$ cat src/rtl/game_tick_gen.sv
// Tick generator: 1 Hz seconds pulse and level-dependent step pulse, both gated
// by a run/pause/idle FSM driven from edge-detected start/stop/speed_up inputs.
module game_tick_gen #(
  parameter int unsigned SEC_DIV   = 50_000_000,
  parameter int unsigned STEP_BASE = 25_000_000,
  parameter int unsigned STEP_DEC  = 2_500_000,
  parameter int unsigned MAX_LEVEL = 7
) (
  input  logic       CLOCK_50,
  input  logic       resetn,
  input  logic       start,
  input  logic       stop,
  input  logic       speed_up,
  output logic       sec_tick,
  output logic       step_tick,
  output logic [2:0] level,
  output logic       running
);

  localparam int unsigned SEC_W  = (SEC_DIV > 1) ? $clog2(SEC_DIV) : 1;
  localparam int unsigned STEP_W = (STEP_BASE > 1) ? $clog2(STEP_BASE) : 1;
  localparam int unsigned LVL_W  = 3;

  localparam logic [SEC_W-1:0]  SEC_LAST     = SEC_W'(SEC_DIV - 1);
  localparam logic [STEP_W-1:0] STEP_BASE_M1 = STEP_W'(STEP_BASE - 1);
  localparam logic [STEP_W-1:0] STEP_DEC_W   = STEP_W'(STEP_DEC);
  localparam logic [LVL_W-1:0]  LVL_MAX      = LVL_W'(MAX_LEVEL);

  typedef enum logic [1:0] {
    ST_IDLE  = 2'd0,
    ST_RUN   = 2'd1,
    ST_PAUSE = 2'd2
  } state_e;

  state_e            state_q, state_d;
  logic              start_dly_q, start_dly_d;
  logic              stop_dly_q, stop_dly_d;
  logic              speed_dly_q, speed_dly_d;
  logic [SEC_W-1:0]  sec_cnt_q, sec_cnt_d;
  logic [STEP_W-1:0] step_cnt_q, step_cnt_d;
  logic [LVL_W-1:0]  level_q, level_d;
  logic              sec_tick_q, sec_tick_d;
  logic              step_tick_q, step_tick_d;
  logic              running_q, running_d;

  logic              start_ev, stop_ev, speed_ev;
  logic              sec_wrap, step_wrap;
  logic [STEP_W-1:0] step_last;

  // Rising-edge events: holding an input high yields exactly one event.
  assign start_ev = start & ~start_dly_q;
  assign stop_ev  = stop & ~stop_dly_q;
  assign speed_ev = speed_up & ~speed_dly_q;

  // Last count value of the current step period, P(level) - 1.
  assign step_last = STEP_BASE_M1 - (STEP_W'(level_q) * STEP_DEC_W);
  assign sec_wrap  = (sec_cnt_q == SEC_LAST);
  assign step_wrap = (step_cnt_q >= step_last);

  always_ff @(posedge CLOCK_50 or negedge resetn) begin
    if (!resetn) begin
      state_q     <= ST_IDLE;
      start_dly_q <= 1'b0;
      stop_dly_q  <= 1'b0;
      speed_dly_q <= 1'b0;
      sec_cnt_q   <= '0;
      step_cnt_q  <= '0;
      level_q     <= '0;
      sec_tick_q  <= 1'b0;
      step_tick_q <= 1'b0;
      running_q   <= 1'b0;
    end else begin
      state_q     <= state_d;
      start_dly_q <= start_dly_d;
      stop_dly_q  <= stop_dly_d;
      speed_dly_q <= speed_dly_d;
      sec_cnt_q   <= sec_cnt_d;
      step_cnt_q  <= step_cnt_d;
      level_q     <= level_d;
      sec_tick_q  <= sec_tick_d;
      step_tick_q <= step_tick_d;
      running_q   <= running_d;
    end
  end

  always_comb begin
    state_d     = state_q;
    start_dly_d = start;
    stop_dly_d  = stop;
    speed_dly_d = speed_up;
    sec_cnt_d   = sec_cnt_q;
    step_cnt_d  = step_cnt_q;
    level_d     = level_q;
    sec_tick_d  = 1'b0;
    step_tick_d = 1'b0;
    running_d   = 1'b0;

    unique case (state_q)
      ST_IDLE: begin
        if (start_ev && !stop_ev) state_d = ST_RUN;
      end
      ST_RUN: begin
        if (stop_ev) state_d = ST_PAUSE;
        sec_cnt_d  = sec_wrap ? '0 : sec_cnt_q + SEC_W'(1);
        step_cnt_d = step_wrap ? '0 : step_cnt_q + STEP_W'(1);
      end
      ST_PAUSE: begin
        if (stop_ev) state_d = ST_IDLE;
        else if (start_ev) state_d = ST_RUN;
      end
      default: state_d = ST_IDLE;
    endcase

    if ((state_q != ST_IDLE) && speed_ev && (level_q < LVL_MAX)) begin
      level_d = level_q + LVL_W'(1);
    end

    // Entering or sitting in IDLE clears everything, overriding a same-cycle speed_up.
    if (state_d == ST_IDLE) begin
      sec_cnt_d  = '0;
      step_cnt_d = '0;
      level_d    = '0;
    end

    // A wrap on the edge that leaves RUN still advances the count but emits no tick.
    if ((state_q == ST_RUN) && (state_d == ST_RUN)) begin
      sec_tick_d  = sec_wrap;
      step_tick_d = step_wrap;
    end

    running_d = (state_d == ST_RUN);
  end

  assign sec_tick  = sec_tick_q;
  assign step_tick = step_tick_q;
  assign level     = level_q;
  assign running   = running_q;

endmodule

$ cat config.mk
export PLATFORM = sky130hd
export DESIGN_NAME = game_tick_gen
export DESIGN_NICKNAME = d
export VERILOG_FILES = /design/src/rtl/game_tick_gen.sv
export SDC_FILE = /design/constraint.sdc
export NUM_CORES = 1
export LEC_CHECK = 0
export ABC_AREA = 0
export ABC_CLOCK_PERIOD_IN_PS = 4400
export BUFFER_PORTS_ARGS = -buffer_cell sky130_fd_sc_hd__buf_4
export CAP_MARGIN = 20
export CORE_UTILIZATION = 50
export CTS_CLUSTER_SIZE = 28
export DETAILED_ROUTE_END_ITERATION = 6
export GPL_TIMING_DRIVEN = 1
export PLACE_DENSITY_LB_ADDON = 0.15
export SYNTH_ARGS = -nofsm -noshare
export SYNTH_HDL_FRONTEND = slang
export SYNTH_SLANG_ARGS = --single-unit
export TNS_END_PERCENT = 100
$ cat constraint.sdc
create_clock -name CLOCK_50 -period 4.4 [get_ports CLOCK_50]
set_input_delay 0.44 -clock CLOCK_50 [delete_from_list [all_inputs] [get_ports CLOCK_50]]
set_output_delay 0.44 -clock CLOCK_50 [all_outputs]
set_load 0.02 [all_outputs]
## Word-level counts from Yosys, hierarchy flattened

Index checks and enable logic that the tools add are counted.

| cells by class | value |
|---|---|
| equality and inequality tests | 4 |
| $mul | 1 |
| bitwise logic cells | 6 |
| order comparisons | 2 |
| multiplexer cells | 15 |
| $add $sub $neg | 4 |
| reductions and logical operators | 10 |

Operators by type and width:

| kind | number |
|---|---|
| $mux 26 | 3 |
| $mux 25 | 3 |
| $add 26x1->26 const B | 1 |
| $eq 26x26->1 const B | 1 |
| $add 25x1->25 const B | 1 |
| $ge 25x25->1 | 1 |
| $sub 25x25->25 const A | 1 |
| $mul 3x17->20 const B | 1 |
| $mux 2 | 4 |
| $mux 3 | 2 |
| $pmux 2 s3 | 1 |
| $reduce_bool 2->1 | 3 |
| $eq 2x1->1 const B | 2 |
| $logic_and 1x1->1 | 4 |
| $logic_not 2->1 | 2 |
| $add 3x1->3 const B | 1 |
| $and 1x1->1 | 3 |
| $lt 3x3->1 const B | 1 |
| $not 1->1 | 3 |
| $eq 2x2->1 const B | 1 |
| $mux 1 | 2 |
| $logic_not 1->1 | 1 |

| storage, ports and cells | value |
|---|---|
| logic and storage cells | 52 |
| input bits | 5 |
| output and inout port bits | 6 |
| register bits | 62 |

## Depth between registers and ports, before layout

| logic depth | value |
|---|---|
| depth in word-level cells | 9 |
| mapped depth | 22 |
| gate-level depth less buffers | 20 |

## Worst setup path after synthesis

OpenSTA, ideal clock, no wires.

| path | value |
|---|---|
| kind | register to register |
| from | register level_q[0] (netlist: level[0]) |
| to | register step_cnt_q[4] |
| arrival | 4.822 ns |
| required time | 4.274 ns |
| clock period less this slack | 4.948 ns |
| path buffers | 1 |
| stages on the path, launching flop included | 21 |
| library setup time | 0.126 ns |
| path slack | -0.548 ns |
| cells stage by stage | dfrtp_1 buf_2 inv_1 ha_1 inv_1 ha_1 fa_1 nor2_1 nand4_1 nor2b_1 a31oi_1 nor4bb_1 o22a_1 ha_1 nand4_1 or4_4 or2_0 o22ai_2 nor3_2 and3_1 a221o_1 |

| on the way | value |
|---|---|
| cells in the longest elaborated chain, start to end | 6 |

RTL lines:

| what | line | text |
|---|---|---|
| start: declaration | 41 | `logic [LVL_W-1:0] level_q, level_d;` |
| start signal: assignment | 79 | `level_q <= level_d;` |
| $mul 3x17->20 | 56 | `assign step_last = STEP_BASE_M1 - (STEP_W'(level_q) * STEP_DEC_W);` |
| $sub 25x25->25 | 56 |  |
| $ge 25x25->1 | 58 | `assign step_wrap = (step_cnt_q >= step_last);` |
| $mux 25 | 105 | `step_cnt_d = step_wrap ? '0 : step_cnt_q + STEP_W'(1);` |
| $mux 25 | 98 | `unique case (state_q)` |
| $mux 25 | 119 | `if (state_d == ST_IDLE) begin` |
| end signal: assignment | 78 | `step_cnt_q <= step_cnt_d;` |
| end: declaration | 40 | `logic [STEP_W-1:0] step_cnt_q, step_cnt_d;` |

Every way passes these cells. The select of a mux whose other input is x is not followed.
A chain may end at the register's enable or synchronous reset.

## Worst setup path in the final report

Same ends and word-level chain as after synthesis.

==> impl_metrics.env <==
export IMPL_drv_cap=0
export IMPL_finalSetupViolations=1
export IMPL_final_cell_area_sq_um=5250
export IMPL_grt_use_total=0.247
export IMPL_coreArea_sq_um=7890
export IMPL_path_max_fanout=6
export IMPL_switching_power_uw=485
export IMPL_setup_tns_final_ps=-14.4
export IMPL_finClkSkew_ps=10.3
export IMPL_viasPerCell=5.84
export IMPL_syn_nets=513
export IMPL_hpwl_um=7320
export IMPL_cts_buffers=9
export IMPL_grt_busiest_layer="met2"
export IMPL_ys_ff_latch=62
export IMPL_hp_class="primary input to async pin"
export IMPL_drtPass1Iterations=7
export IMPL_wl_um=10700
export IMPL_antenna_found_initial=0
export IMPL_diodes=0
export IMPL_clk_pin_slew_ps=70
export IMPL_finalCriticalPeriod_ps=4410
export IMPL_cts_hold_fix_buffers=0
export IMPL_layout_drive_gt1_share=0.257
export IMPL_period_share=1.00
export IMPL_grtUsageMet1=0.331
export IMPL_power_density_nw_per_um2=280
export IMPL_combPwrFrac=0.283
export IMPL_outcome="finished, violations left"
export IMPL_p_seq_frac=0.415
export IMPL_start_util=0.527
export IMPL_finalHoldViolCount=0
export IMPL_clkSinkCount=62
export IMPL_gr_total_overflow=0
export IMPL_rsz0062_at_grt="true"
export IMPL_synth_area_top_cells="dfrtp_1 37%, ha_1 9.9%, xnor2_1 5.7%, nand2_1 4.6%, nor2_1 4.6%"
export IMPL_vias=3776
export IMPL_max_vdd_ir_drop_mv=0.215
export IMPL_violations="negative setup slack"
export IMPL_grt_max_degree=63
export IMPL_synth_top_area_frac=0.373
export IMPL_syn2layout_area_growth_pct=26.4
export IMPL_use_met2=0.395
export IMPL_synthArstFlopShare=1.00
export IMPL_clkPwrFrac=0.302
export IMPL_port_buffers=10
export IMPL_htree_levels=3
export IMPL_drc=0
export IMPL_synth_top_area_cell="dfrtp_1"
export IMPL_sw_frac_of_total=0.330
export IMPL_routabilityCongestion=0.932
export IMPL_post_place_cells=616
export IMPL_cp_data_arrival_time_ps=4640
export IMPL_dpl_cell_area_sq_um=4710
export IMPL_synthesis_instances=473
export IMPL_dieHeight_um=93.2
export IMPL_dieArea_sq_um=8680
export IMPL_drt_iter0_drc=149
export IMPL_cp_end_kind="flip-flop"
export IMPL_fmax_ghz=0.227
export IMPL_routedWlPerCell_um=16.5
export IMPL_maxSlewViolCount=0
export IMPL_clock_latency_ps=340
export IMPL_grt_pass1_vias=3532
export IMPL_p_leak_nw=2.33
export IMPL_nets=580
export IMPL_cts_tree="done"
export IMPL_die_width_um=93.2
export IMPL_startpoint_type="flip-flop"
export IMPL_worst_slew_pin_slew_ps=802
export IMPL_timing_final_ws_setup_ps=-14.4
export IMPL_ctsRootBufferMaster="clkbuf_8"
export IMPL_p_int_uw=986
export IMPL_avgSynthCellArea_sq_um=8.78
export IMPL_ant_nets=0
export IMPL_top_level_ports=11
export IMPL_worstPathRequired_ps=4620
export IMPL_synthFlopType="dfrtp_1"
export IMPL_syn_area_sq_um=4150
export IMPL_synth_edf_count=0
export IMPL_ys_warn_count=0
export IMPL_synth_cell_type_count=50
export IMPL_power_mw=1.47
export IMPL_final_util=0.666
export IMPL_relSlewSlack=0.465
export IMPL_grt_pass1_wl_um=16600
export IMPL_rows=32
export IMPL_worstRegToRegCells=18
export IMPL_use_met3=0.0504
export IMPL_synth_seq_area_share=0.373
export IMPL_critical_path_class="flip-flop to flip-flop"
export IMPL_final_cells=647
export IMPL_reg2reg_slack_ps=-10
export IMPL_clockBufferDepth=2
-- metal layers --
layer / up-vias / wire, um / share of wire
li1: 1834 / - / -
met1: 1847 / 4960 / 0.46
met2: 74 / 5140 / 0.48
met3: 21 / 356 / 0.033
met4: 0 / 227 / 0.021
met5: - / 0 / 0
-- critical path: stages, from the launching register on --
cell and delay (ps):
dfrtp_2 460, buf_4 160, ha_1 220, ha_2 340, a21o_1 200, a21oi_4 80, o211ai_1 320, o21ai_1 170
a31oi_4 250, nor2_2 80, xor2_1 150, ha_1 290, nand4_1 110, or4_4 530, or2_0 230, o22ai_2 170
nor3_4 90, and3_1 200, a221o_1 250
-- cell type report --
class | count | area [sq um]
Timing Repair Buffer | 67 | 536
Multi-Input combinational cell | 382 | 2780
Inverter | 18 | 73.8
Fill cell | 618 | 2640
Clock buffer | 11 | 141
Tap cell | 102 | 128
Sequential cell | 62 | 1550
Clock inverter | 5 | 33.8
-- power by group through the flow --
| stage | Clock [mW] | Combinational (mW) | Sequential [mW] |
|---|---|---|---|
| 6_report | 0.444 | 0.417 | 0.610 |
| 5_1_grt | 0.479 | 0.452 | 0.614 |
| 4_1_cts | 0.459 | 0.374 | 0.610 |
| 3_5_place_dp | 0 | 0.360 | 0.622 |
| 3_3_place_gp | 0 | 0.353 | 0.621 |
| 2_1_floorplan | 0 | 0.220 | 0.623 |
-- layout by cell type (no fill, tap or decap), types with 3 or more instances in the layout --
master	count
o31ai_1	4
nor2_1	46
or2_2	4
buf_4	63
a211o_1	3
xnor2_1	21
nand3_2	3
o21ai_1	4
nor3_1	11
o21ai_0	21
a211oi_2	3
or3_1	3
dfrtp_1	60
ha_1	25
inv_1	13
and3_1	13
xor2_1	19
a21oi_2	4
clkinvlp_4	3
o311ai_1	5
nand3_1	27
nor2_2	4
a21o_1	6
xnor2_2	5
a21oi_1	22
nand2_1	49
or4_1	3
ha_4	6
nor2b_1	4
clkbuf_8	10
nand4_1	20
mux2i_1	4
nor4_1	3
-- cell usage after synthesis, types with 4 or more instances --
cell type / instances
dfrtp_1: 62
nand2_1: 51
nor2_1: 51
ha_1: 33
nand3_1: 30
a21oi_1: 27
xnor2_1: 27
o21ai_0: 25
nand4_1: 20
xor2_1: 19
inv_1: 17
and3_1: 15
nor3_1: 12
clkbuf_1: 8
a21o_1: 6
o311ai_0: 6
a211oi_1: 5
nor2b_1: 5
mux2i_1: 4
o31ai_1: 4
or2_2: 4
-- final timing paths --
| kind | start | end |
|---|---|---|
| worst min register to register | step_cnt_q[23] | step_cnt_q[23] |
| max in group asynchronous | resetn | level[0] |
| worst max register to register | level[0] | step_cnt_q[4] |
| worst min-delay path | resetn | sec_cnt_q[11] |
| min in group CLOCK_50 | stop | stop_dly_q |
| worst max-delay path | level[0] | step_cnt_q[4] |
-- per-stage QoR --
stage / hold slack [ps] / worst slack [ps]
global route: 193 / -191
floorplan: 144 / -198
global placement: 483 / -11.7
detailed placement: 504 / -95.6
CTS: 195 / 2.02
finish: 188 / -14.4
-- cell families (layout without fill, tap and decap cells) --
| family | Yosys count | in the layout | share of synthesized area |
|---|---|---|---|
| xor gates and xnor gates | 46 | 46 | 0.0970 |
| muxes | 5 | 5 | 0.0123 |
| DFF | 62 | 62 | 0.373 |
| and+or+nand+nor | 208 | 208 | 0.245 |
| buffers and inverters | 29 | 101 | 0.0277 |
| adders and majority gates | 35 | 35 | 0.109 |
| AOI/OAI and AO/OA | 88 | 88 | 0.135 |
-- sequential cells by signal, indices dropped and copies added, names as in the netlist, 2 cells and up --
register and count:
level 3, sec_cnt_q 26, state_q 2, step_cnt_q 25
-- what timing repair did --
item                                    4_1_cts  5_1_grt
buffers inserted                              4       10
pin swaps                                     5       23
gates resized for setup                       6       44
endpoints found under the setup margin       26       26
cloned                                        0        1
No activity file was read; power rests on OpenSTA's default activity.
